File: src/rtl/if_pc_unit_pkg.sv
// Shared fetch-stage definitions: next-PC select encodings (also used by the
// D-stage control decoder) and the instruction-memory address window.
package if_pc_unit_pkg;

  typedef enum logic [1:0] {
    NPC_SEQ = 2'd0,
    NPC_BR  = 2'd1,
    NPC_J   = 2'd2,
    NPC_JR  = 2'd3
  } npc_sel_e;

  localparam logic [31:0] PC_RESET_DEF  = 32'h0000_3000;
  localparam logic [31:0] IM_BASE_DEF   = 32'h0000_3000;
  localparam logic [31:0] IM_LIMIT_DEF  = 32'h0000_6FFC;
  localparam logic [31:0] EXC_ENTRY_DEF = 32'h0000_4180;

  localparam logic [31:0] INSTR_NOP = 32'h0000_0000;

  // Branch offset: sign-extended word offset converted to a byte offset.
  function automatic logic [31:0] br_offset(input logic [15:0] imm16);
    return {{14{imm16[15]}}, imm16, 2'b00};
  endfunction

  // True when the address cannot be fetched: misaligned or outside the IM window.
  function automatic logic fetch_addr_bad(input logic [31:0] addr,
                                          input logic [31:0] base,
                                          input logic [31:0] limit);
    return (addr[1:0] != 2'b00) || (addr < base) || (addr > limit);
  endfunction

endpackage

File: src/rtl/if_pc_unit_npc_calc.sv
// Next-PC target generation and redirect priority; purely combinational.
module if_pc_unit_npc_calc
  import if_pc_unit_pkg::*;
#(
  parameter logic [31:0] EXC_ENTRY = EXC_ENTRY_DEF
) (
  input  logic [31:0] f_pc_i,
  input  logic        en_i,
  input  logic [31:0] d_pc_i,
  input  logic [1:0]  d_npc_sel_i,
  input  logic        d_br_taken_i,
  input  logic [15:0] d_imm16_i,
  input  logic [25:0] d_imm26_i,
  input  logic [31:0] d_rs_i,
  input  logic        d_eret_i,
  input  logic [31:0] epc_i,
  input  logic        exc_req_i,
  output logic [31:0] npc_o
);

  logic [31:0] seq_pc;
  logic [31:0] br_target;
  logic [31:0] j_target;
  npc_sel_e    sel;

  // Targets are relative to the branch in D, so the delay slot in F still retires.
  assign seq_pc    = f_pc_i + 32'd4;
  assign br_target = d_pc_i + 32'd4 + br_offset(d_imm16_i);
  assign j_target  = {d_pc_i[31:28], d_imm26_i, 2'b00};
  assign sel       = npc_sel_e'(d_npc_sel_i);

  // Exceptions and eret redirect even when the hazard unit is stalling fetch.
  always_comb begin
    npc_o = seq_pc;
    if (exc_req_i) begin
      npc_o = EXC_ENTRY;
    end else if (d_eret_i) begin
      npc_o = epc_i;
    end else if (!en_i) begin
      npc_o = f_pc_i;
    end else begin
      unique case (sel)
        NPC_BR:  npc_o = d_br_taken_i ? br_target : seq_pc;
        NPC_J:   npc_o = j_target;
        NPC_JR:  npc_o = d_rs_i;
        default: npc_o = seq_pc;
      endcase
    end
  end

endmodule

File: src/rtl/if_pc_unit.sv
// Instruction-fetch stage: fetch PC register, IM address drive and
// qualification of the fetched word ahead of the F/D pipeline register.
module if_pc_unit
  import if_pc_unit_pkg::*;
#(
  parameter logic [31:0] PC_RESET  = PC_RESET_DEF,
  parameter logic [31:0] IM_BASE   = IM_BASE_DEF,
  parameter logic [31:0] IM_LIMIT  = IM_LIMIT_DEF,
  parameter logic [31:0] EXC_ENTRY = EXC_ENTRY_DEF
) (
  input  logic        clk,
  input  logic        reset,
  input  logic        En,
  input  logic [31:0] D_PC,
  input  logic [1:0]  D_npc_sel,
  input  logic        D_br_taken,
  input  logic [15:0] D_imm16,
  input  logic [25:0] D_imm26,
  input  logic [31:0] D_rs,
  input  logic        D_eret,
  input  logic [31:0] EPC,
  input  logic        exc_req,
  output logic [31:0] i_inst_addr,
  input  logic [31:0] i_inst_rdata,
  output logic [31:0] F_PC,
  output logic [31:0] F_instr,
  output logic        F_exc_adel
);

  logic [31:0] f_pc_q;
  logic [31:0] f_pc_d;

  if_pc_unit_npc_calc #(
    .EXC_ENTRY(EXC_ENTRY)
  ) u_npc_calc (
    .f_pc_i      (f_pc_q),
    .en_i        (En),
    .d_pc_i      (D_PC),
    .d_npc_sel_i (D_npc_sel),
    .d_br_taken_i(D_br_taken),
    .d_imm16_i   (D_imm16),
    .d_imm26_i   (D_imm26),
    .d_rs_i      (D_rs),
    .d_eret_i    (D_eret),
    .epc_i       (EPC),
    .exc_req_i   (exc_req),
    .npc_o       (f_pc_d)
  );

  always_ff @(posedge clk or negedge reset) begin
    if (!reset) begin
      f_pc_q <= PC_RESET;
    end else begin
      f_pc_q <= f_pc_d;
    end
  end

  assign F_PC        = f_pc_q;
  assign i_inst_addr = f_pc_q;
  assign F_exc_adel  = fetch_addr_bad(f_pc_q, IM_BASE, IM_LIMIT);

  // eret has no delay slot, so whatever sits in F behind it is squashed.
  assign F_instr = (F_exc_adel || D_eret) ? INSTR_NOP : i_inst_rdata;

endmodule

File: config.mk
export PLATFORM = sky130hd
export DESIGN_NAME = if_pc_unit
export DESIGN_NICKNAME = d
export VERILOG_FILES = /design/src/rtl/if_pc_unit_pkg.sv /design/src/rtl/if_pc_unit_npc_calc.sv /design/src/rtl/if_pc_unit.sv
export SDC_FILE = /design/constraint.sdc
export NUM_CORES = 1
export LEC_CHECK = 0
export ABC_CLOCK_PERIOD_IN_PS = 2330
export BUFFER_PORTS_ARGS = -buffer_cell sky130_fd_sc_hd__clkbuf_2
export CORE_MARGIN = 1.5
export CORE_UTILIZATION = 45
export CTS_BUF_LIST = sky130_fd_sc_hd__clkbuf_4
export CTS_CLUSTER_DIAMETER = 150
export DETAILED_ROUTE_END_ITERATION = 16
export PLACE_DENSITY = 0.8
export SLEW_MARGIN = 5
export SYNTH_ARGS = -nofsm -noshare
export SYNTH_HDL_FRONTEND = slang
export SYNTH_HIERARCHICAL = 1
export SYNTH_SLANG_ARGS = --single-unit
File: constraint.sdc
create_clock -name clk -period 2.33 [get_ports clk]
set_clock_uncertainty 0.05 [all_clocks]
set_input_delay 0.3495 -clock clk [delete_from_list [all_inputs] [get_ports clk]]
set_output_delay 0.3495 -clock clk [all_outputs]
set_load 0.05 [all_outputs]
==> impl_results.md, run 1 <==
* Sequential element share of the synthesized area at 13.45%
* Actual slew at the worst max-slew pin at 0.8387 ns
* Total Power Consumption at 3.676 mW
* Violations in the final reports: negative setup slack
* Run status: finished, violations left
* Type of the worst setup path: reg2out
* Synthesized cell area at 5971 µm²
* FF-to-FF End: F_PC[28]$_DFF_PN0_
* Root buffer selected by CTS: clkbuf_4
* Critical Path AT at 2.18 ns
* Final core utilization at 78.65%
* Slack of the critical path at -0.2483 ns
* Maximum clock frequency at 387.9 MHz
* Clock buffer count from CTS at 5
* Max-slew headroom at 44.09%
* Kind of start point of the critical path: flop
* Area of the die at 13,970 µm²
* Count of synthesis-stage warnings from yosys at 6
* Routed len/inst at 19.88 µm
* Clock sink count at 32
* Fraction of registers with async set or reset after synthesis at 100.0%
* Dominant delay contributor by cell family on the critical path: flip-flops
* Number of buffer and inverter instances along the worst setup path at 3
* Placeable core area at 12,770 µm²
* Largest family of logic cells by synthesized area: compound AO/OA/AOI/OAI gates
* GP Congestion at 1.062
* Fill count at 887
* Max-cap violation count at 0
* Top-area cell type share of the netlist area at 12.57%
* XOR/XNOR share of the synthesized area at 7.313%
* Final worst path period share at 110.7%
* Biggest area contributors in the synthesized netlist: dfrtp_1 13%, ha_1 12%, nor4_2 7.1%
* Power per Cell Area at 365.9 nW/µm²
* Buffers from clock root to sink, at most at 2
* Number of top-level design ports at 275
* Multiplexer share of the synthesized area at 4.904%
* Depth of the most critical reg-to-reg path at 8
* Worst skew pair latency at 0.37 ns
* Max rail drop VDD at 0.1730 mV
* Mapped Nets at 1,031
* Via count of the first global-routing pass at 7,653
* Clock-pin slew on the worst setup and hold paths at 0.12 ns
* Compound-gate portion of the synthesized area at 25.63%
* Antenna violation net count after detailed routing at 0
* Setup-failing EPs final at 47
* Number of enable flip-flop cells after synthesis at 0
* Register bit total from synthesis at 32
* Static power due to leakage at 4.680 nW
* Gate Count Post-Synth at 794
* Most common library cells after synthesis: 73 x nand2_1, 68 x nor2_1, 58 x a21oi_1, 58 x ha_1, 56 x inv_1
* First-pass GRT wire length at 40.96 mm
* Mean area per synthesized cell at 7.520 µm²
* Category of the worst setup path capture point: output port
* Delay contributed by the slowest stage of the critical path at 0.65 ns
* Total detailed-routing wirelength at 26.48 mm
* Setup TNS Final at -7.562 ns
* Flip-flop cell with the highest count after synthesis: dfrtp_1
* WP data required at 1.93 ns
* CP Max Fanout at 8
* Placement Setup Slack at -0.6860 ns
* Violation count after the first detailed-route iteration at 679
* Estimated wirelength of the detail-placed design at 20.62 mm
* IO Port Bufs at 274
* Type of the worst min-delay path: in2async
* Remaining global-route overflow at 0
* Final hold viol count at 0
* Initial standard-cell utilization of the core at 46.74%
* Largest net degree at the start of global routing at 34
* Via density per instance at 5.914
* Max reg flops at 32
* Unrepaired setup endpoints after global routing: yes
* Number of iterations in the first detailed-routing pass at 5
* Cell taking the most area after synthesis: dfrtp_1
* # H-tree levels at 2
* Arithmetic-cell share of the synthesized area counting full adders, half adders and majority gates at 12.49%
* Area share of and/or/nand/nor cells after synthesis at 25.36%
* Most used standard cell by instance count after synthesis: nand2_1
* Number of vias after detailed routing at 7,878
* Height of the die at 118.2 µm
* Horiz. Die Dim at 118.2 µm
* DRC violation count after routing at 0
* Total global-route track usage at 36.73%
* Final-stage net count at 1,395
* Worst reg2reg path startpoint: F_PC[13]$_DFF_PN1_
* Share of final-layout standard cells stronger than drive strength 1 at 53.32%
* Number of antenna violations at the first check in global routing at 1
* Worst-case register-to-register setup slack at -0.18 ns
* Cell type of the slowest stage on the worst timing path: dfstp_4
* Fin. max-slew vios at 0
* Number of cell rows at 41
* Minimum clock period at 2.578 ns
* Syn-to-layout area delta at 68.25%
* Number of distinct library cells after synthesis at 65
* Number of hold-repair buffers added at the cts stage at 0
* Ordered list of cells on the worst path: buf_6, and3b_2, o21ai_4, clkbuf_16, nor4_4, clkbuf_8
* Clock tree from TritonCTS: yes
[worst max-delay path by stage]
stage / start / endpoint / cells after the start
6_report: F_PC[13]$_DFF_PN1_ / F_instr[21] / 6
3_3_place_gp: D_imm16[15] / F_PC[28]$_DFF_PN0_ / 10
3_5_place_dp: D_imm16[15] / F_PC[29]$_DFF_PN0_ / 12
5_1_grt: F_PC[18]$_DFF_PN0_ / F_instr[3] / 7
2_1_floorplan: D_imm16[1] / F_PC[29]$_DFF_PN0_ / 12
4_1_cts: F_PC[18]$_DFF_PN0_ / F_instr[26] / 8
[placed cells by master, fill, tap and decap left out, types with 26 or more instances in the layout]
master    instances
clkbuf_2        236
buf_4           145
nand2_1          71
nor2_1           65
inv_1            52
a21oi_1          51
nor4_4           37
ha_4             30
dfrtp_2          28
clkbuf_8         28
o21ai_0          27
ha_1             26
[final cells by class]
type	count	area [µm²]	area share, %
Sequential cell	32	845.8	8.419
Antenna cell	1	2.502	0.02491
Timing Repair Buffer	434	3079	30.65
Multi-Input combinational cell	629	5637	56.11
Inverter	56	210.2	2.092
Clock inverter	3	18.77	0.1868
Clock buffer	5	37.54	0.3736
Tap cell	172	215.2	2.142
[power breakdown]
group	switching, mW	leakage, nW	internal (mW)
sequential	0.0552	0.369	0.609
combinational	1.54	4.28	1.13
clock	0.224	0.0349	0.116
[layer usage]
layer	GRT usage (%)	wire (µm)	vias to the layer above
li1	-	-	3644
met1	45.93	10350	3654
met2	62.61	12520	492
met3	5.405	2350	88
met4	16.01	1268	0
met5	0	0	-
[cell families after synthesis]
group / after synthesis
simple gates: 269
compound gates: 231
fa+ha+maj: 59
flops: 32
mux: 21
xor+xnor: 49
buf+inv: 133
[through the flow]
stage / hold WS (ns) / cell area, µm² / instances
finish: 0.01154 / 10050 / 1332
global route: 0.07308 / 10050 / 1332
CTS: 0.03270 / 9833 / 1329
detailed placement: 0.4337 / 9111 / 1308
global placement: 0.4335 / 9111 / 1308
floorplan: 0.003909 / 6773 / 794
[timing repair]
| action | 4_1_cts | 5_1_grt |
|---|---|---|
| resized for setup | 106 | 46 |
| cloned | 3 | 0 |
| pin swaps | 42 | 35 |
| hold endpoints to repair | 0 | 0 |
| setup buffers | 10 | 3 |
| setup endpoints to repair | 47 | 57 |
Note: power is estimated with default switching activity, not from simulation.
==> run 2: changes to the inputs <==
CTS_CLUSTER_SIZE = 40   (was default)
GPL_TIMING_DRIVEN = 0   (was default)
TNS_END_PERCENT = 100   (was default)
==> run 2 against run 1 <==
The flow still finishes with violations (negative setup slack). Largest cell class unchanged. Critical path depth up 2. Wire length up 6.6%. Global-route usage about the same. Largest power group unchanged. Critical endpoint is now F_PC[28]$_DFF_PN0_.
==> impl_results.md, run 2 (synthesis gave the netlist of run 1 again) <==
* Run status: finished, violations left
* Maximum clock frequency at 378.0 MHz
* Estimated wirelength of the detail-placed design at 20.07 mm
* Remaining global-route overflow at 0
* Via count of the first global-routing pass at 7,544
* Kind of start point of the critical path: flop
* Placeable core area at 12,770 µm²
* Most common cell after layout, fill and taps aside: clkbuf_2
* Type of the worst setup path: reg2reg
* Number of iterations in the first detailed-routing pass at 6
* Horiz. Die Dim at 118.2 µm
* Total global-route track usage at 36.70%
* Clock tree from TritonCTS: yes
* Violation count after the first detailed-route iteration at 920
* Placed Instance Area at 8349 µm²
* Fin. max-slew vios at 0
* Fill count at 913
* Static power due to leakage at 4.514 nW
* Via density per instance at 6.176
* Category of the worst setup path capture point: flop
* Number of antenna violations at the first check in global routing at 1
* Depth of the most critical reg-to-reg path at 8
* Placement Setup Slack at -1.187 ns
* Share of final-layout standard cells stronger than drive strength 1 at 51.89%
* Final cell area excluding filler cells at 9965 µm²
* Final hold viol count at 0
* Routed len/inst at 21.54 µm
* Initial standard-cell utilization of the core at 46.74%
* Violations in the final reports: negative setup slack
* Area of the die at 13,970 µm²
* First-pass GRT wire length at 40.37 mm
* Number of cell rows at 41
* Clock sink count at 32
* Met3 track demand over resource in global routing at 7.915%
* Root buffer selected by CTS: clkbuf_4
* IO Port Bufs at 272
* FF/Latch Area at 845.8 µm²
* Syn-to-layout area delta at 66.89%
* Number of top-level design ports at 275
* GP Congestion at 0.9694
* Setup TNS Final at -9.577 ns
* Height of the die at 118.2 µm
* WP data required at 2.55 ns
* Top library cells by usage in the layout, fill and taps aside: 237 x clkbuf_2, 91 x buf_4, 72 x nand2_1
* Total Power Consumption at 3.777 mW
* Unrepaired setup endpoints after global routing: yes
* Max-cap violation count at 0
* Max-slew headroom at 21.28%
* Number of vias after detailed routing at 8,091
* Antenna violation net count after detailed routing at 0
* Actual slew at the worst max-slew pin at 1.181 ns
* FF-to-FF End: F_PC[28]$_DFF_PN0_
* Worst-case register-to-register setup slack at -0.32 ns
* Final worst path period share at 113.5%
* Clock buffer count from CTS at 5
* Max reg flops at 32
* DRC violation count after routing at 0
* Max rail drop VDD at 0.1957 mV
* # H-tree levels at 2
* Final core utilization at 78.01%
* GR Util met1 at 43.19%
* Power per Cell Area at 379.1 nW/µm²
* Largest net degree at the start of global routing at 33
* Worst skew pair latency at 0.37 ns
* GR Layer Usage met2 at 62.68%
* Setup-failing EPs final at 52
* Slack of the critical path at -0.3152 ns
* Type of the worst min-delay path: in2async
* Critical Path AT at 2.87 ns
* Busiest layer in global routing: met2
* Total detailed-routing wirelength at 28.22 mm
* CP Max Fanout at 9
* Clock-pin slew on the worst setup and hold paths at 0.13 ns
* Area of combinational cells with multiple inputs at 5811 µm²
* Worst reg2reg path startpoint: F_PC[17]$_DFF_PN0_
* Final-stage net count at 1,373
* Buffers from clock root to sink, at most at 2
* Minimum clock period at 2.645 ns
run 2: changes by cell type in the layout (fill, tap and decap cells not counted), sizes merged:
cell      change
buf          -45
bufinv        +1
clkbuf       +23
clkinv        -2
clkinvlp      +1
run 2: per-stage QoR:
| stage | instances | hold slack [ns] |
|---|---|---|
| after floorplan | 794 | 0.003909 |
| after global placement | 1238 | 0.4470 |
| after detailed placement | 1238 | 0.4563 |
| after CTS | 1276 | 0.05504 |
| after global routing | 1310 | 0.09848 |
| final | 1310 | 0.03731 |
run 2: repair_timing:
item | in CTS | in global routing
hold buffers | 0 | 0
resized for setup | 119 | 91
endpoints found under the setup margin | 53 | 58
pin swaps | 33 | 66
buffers inserted | 31 | 37
gates cloned | 1 | 1
run 2: critical path, stage by stage, from the launching register on:
cell      delay, ns
dfrtp_2        0.55
nand3_1        0.21
or4_4          0.53
or4_4          0.47
xnor2_4        0.21
o21ai_2        0.08
a311oi_2       0.23
a21oi_1        0.07
o32ai_1        0.15
run 2: worst max path at each step:
stage,from,endpoint,slack [ns],cells after the start
after detailed placement,D_imm16[15],F_PC[23]$_DFF_PN0_,-1.19,10
after floorplan,D_imm16[1],F_PC[29]$_DFF_PN0_,-0.27,12
after global placement,D_imm16[15],F_PC[23]$_DFF_PN0_,-1.20,10
after CTS,F_PC[18]$_DFF_PN0_,F_instr[10],-0.26,6
final,F_PC[17]$_DFF_PN0_,F_PC[28]$_DFF_PN0_,-0.32,8
after global routing,F_PC[18]$_DFF_PN0_,F_PC[28]$_DFF_PN0_,-0.35,10
run 2: routing by layer:
metal | up-vias | wire (µm)
li1 | 3588 | -
met1 | 3742 | 10110
met2 | 614 | 13450
met3 | 147 | 2975
met4 | 0 | 1682
met5 | - | 0
run 2: final cells by class:
| type | count | area share (%) |
|---|---|---|
| sequential | 32 | 8.488 |
| inverter | 56 | 2.160 |
| buffer | 71 | 4.935 |
| antenna | 1 | 0.02511 |
| multi-input combinational | 629 | 58.31 |
| clock buffer | 5 | 0.3767 |
| timing repair buffer | 341 | 23.12 |
| tap | 172 | 2.160 |
| clock inverter | 3 | 0.4269 |
run 2: where the power goes:
| group | leakage, nW | internal, mW | total (mW) | switching, mW |
|---|---|---|---|---|
| Combinational | 4.10 | 1.06 | 2.60 | 1.53 |
| Clock | 0.0412 | 0.224 | 0.459 | 0.235 |
| Sequential | 0.369 | 0.610 | 0.720 | 0.111 |
==> run 3: changes to the inputs <==
HOLD_SLACK_MARGIN = 0.06   (was default)
==> run 3 against run 2 <==
The flow still finishes with violations (negative setup slack). Clock power about the same. Critical endpoint is now F_PC[29]$_DFF_PN0_. Utilization down 0.35 points. Wire length down 0.51%. Final area down 0.45%. Power down 0.53%. First-iteration DRC count down 2.7%. Final cell count down 0.23%. Register-to-register slack about the same. Count of clock-buffer cells in the layout unchanged. Combinational power about the same. Critical path depth up 2.
==> impl_results.md, run 3 (synthesis gave the netlist of run 1 again) <==
* Run status: finished, violations left
* Violations in the final reports: negative setup slack
* # H-tree levels at 2
* Number of instances on the worst hold path at 2
* Area of combinational cells with multiple inputs at 5806 µm²
* WP data required at 2.50 ns
* Type of the worst min-delay path: in2reg
* Power per Cell Area at 378.8 nW/µm²
* Total Power Consumption at 3.757 mW
* Placement Setup Slack at -1.187 ns
* Minimum clock period at 2.658 ns
* Category of the worst setup path capture point: flop
* Slack of the critical path at -0.3283 ns
* Unrepaired setup endpoints after global routing: yes
* Max reg flops at 32
* Share of final-layout standard cells stronger than drive strength 1 at 51.76%
* Delay contributed by the slowest stage of the critical path at 0.41 ns
* Top library cells by usage in the layout, fill and taps aside: 237 x clkbuf_2, 87 x buf_4, 72 x nand2_1
* Final worst path period share at 114.1%
* Syn-to-layout area delta at 66.14%
* Cell repeated most along the worst path: ha_1
* Height of the die at 118.2 µm
* Power spent charging and discharging nets at 1.876 mW
* Kind of start point of the critical path: input pin
* Root buffer selected by CTS: clkbuf_4
* Via count of the first global-routing pass at 7,544
* IO Port Bufs at 272
* Fin. max-slew vios at 0
* Non-filler instance count after layout at 1,307
* Routed len/inst at 21.48 µm
* Setup-failing EPs final at 52
* Max-cap violation count at 0
* Ordered list of cells on the worst path: clkbuf_16, ha_1, ha_1, a21o_1, a221oi_1, o21ai_1, a22o_1, mux2_4, a41oi_4, o22ai_1
* Number of top-level design ports at 275
* Number of cell rows at 41
* Largest net degree at the start of global routing at 33
* Sequential share of power at 19.2%
* Depth of the most critical reg-to-reg path at 8
* Clock sink count at 32
* Final core utilization at 77.66%
* Number of iterations in the first detailed-routing pass at 6
* Fill count at 916
* Worst skew pair latency at 0.37 ns
* Estimated wirelength of the detail-placed design at 20.07 mm
* Cell internal pwr at 1.882 mW
* Initial standard-cell utilization of the core at 46.74%
* GP Congestion at 0.9694
* Actual slew at the worst max-slew pin at 1.178 ns
* FF/Latch Area at 845.8 µm²
* Number of vias after detailed routing at 8,062
* CP Max Fanout at 13
* Antenna violation net count after detailed routing at 0
* Sw Ratio at 49.92%
* Comb power frac at 68.5%
* Number of antenna violations at the first check in global routing at 1
* Total global-route track usage at 36.71%
* Area of the die at 13,970 µm²
* Final hold viol count at 0
* Setup TNS Final at -8.123 ns
* Cell type of the slowest stage on the worst timing path: ha_1
* Type of the worst setup path: in2reg
* Relative contribution of the clock network to total power at 12.2%
* Crit. path cell count at 10
* Number of buffer and inverter instances along the worst setup path at 1
* Clock buffer count from CTS at 5
* Max-slew headroom at 21.46%
* Clock-pin slew on the worst setup and hold paths at 0.13 ns
* First-pass GRT wire length at 40.39 mm
* Most common cell after layout, fill and taps aside: clkbuf_2
* Max rail drop VDD at 0.1968 mV
* Total detailed-routing wirelength at 28.08 mm
* Cell count after placement at 1,238
* Maximum clock frequency at 376.2 MHz
* Violation count after the first detailed-route iteration at 895
* Dominant delay contributor by cell family on the critical path: compound AO/OA/AOI/OAI gates
* Critical Path AT at 2.83 ns
* Buffers from clock root to sink, at most at 2
* Static power due to leakage at 4.489 nW
* Clock tree from TritonCTS: yes
* Final-stage net count at 1,370
* Placeable core area at 12,770 µm²
* DRC violation count after routing at 0
* Remaining global-route overflow at 0
* Via density per instance at 6.168
* Horiz. Die Dim at 118.2 µm
[run 3: metrics by stage]
stage	cell area [µm²]	hold WS [ns]
final	9920	0.1183
after CTS	9274	0.1239
after global routing	9920	0.1269
after global placement	8349	0.4470
after detailed placement	8349	0.4563
after floorplan	6773	0.003909
[run 3: final timing paths]
kind | from | to | slack [ns]
min in group asynchronous | reset | F_PC[0]$_DFF_PN0_ | 0.58
min | EPC[26] | F_PC[26]$_DFF_PN0_ | 0.12
max | D_imm16[15] | F_PC[29]$_DFF_PN0_ | -0.33
max in group asynchronous | reset | F_PC[27]$_DFF_PN0_ | 1.02
max reg2reg | F_PC[17]$_DFF_PN0_ | F_PC[28]$_DFF_PN0_ | -0.31
min reg2reg | F_PC[10]$_DFF_PN0_ | F_PC[10]$_DFF_PN0_ | 0.64
[run 3: final cells by class]
| type | count | share of cell area, % |
|---|---|---|
| clock inverter | 3 | 0.4289 |
| clock buffer | 5 | 0.3784 |
| tap | 172 | 2.170 |
| inverter | 56 | 2.170 |
| antenna | 1 | 0.02523 |
| multi-input combinational | 629 | 58.53 |
| sequential | 32 | 8.527 |
| timing repair buffer | 338 | 22.94 |
| buffer | 71 | 4.831 |
[run 3: worst reg2reg max path, delay by kind of cell (launching register included)]
family / cells / cell delay, ns
flip-flops: 1 / 0.56
AND/OR/NAND/NOR: 3 / 1.22
AO/OA/AOI/OAI: 4 / 0.51
XOR/XNOR: 1 / 0.21
[run 3: power groups by stage]
| stage | Clock (mW) | Combinational [mW] | Sequential (mW) |
|---|---|---|---|
| 6_report | 0.460 | 2.57 | 0.723 |
| 5_1_grt | 0.470 | 2.70 | 0.727 |
| 2_1_floorplan | 0 | 1.37 | 0.852 |
| 3_5_place_dp | 0 | 2.08 | 0.738 |
| 4_1_cts | 0.460 | 2.27 | 0.722 |
| 3_3_place_gp | 0 | 2.07 | 0.736 |
[run 3: what timing repair did]
| item | in CTS | in global routing |
|---|---|---|
| resized for setup | 119 | 91 |
| buffers inserted | 31 | 33 |
| gates cloned | 1 | 1 |
| hold buffers | 1 | 0 |
| setup endpoints to repair | 53 | 58 |
| endpoints found under the hold margin | 16 | 0 |
| pin swaps | 33 | 65 |
[run 3: metal layers]
layer,track usage [%],part of all wire [%]
met5,0,0
met4,17.91,5.4
met3,7.867,11
met2,62.86,48
met1,43.39,36
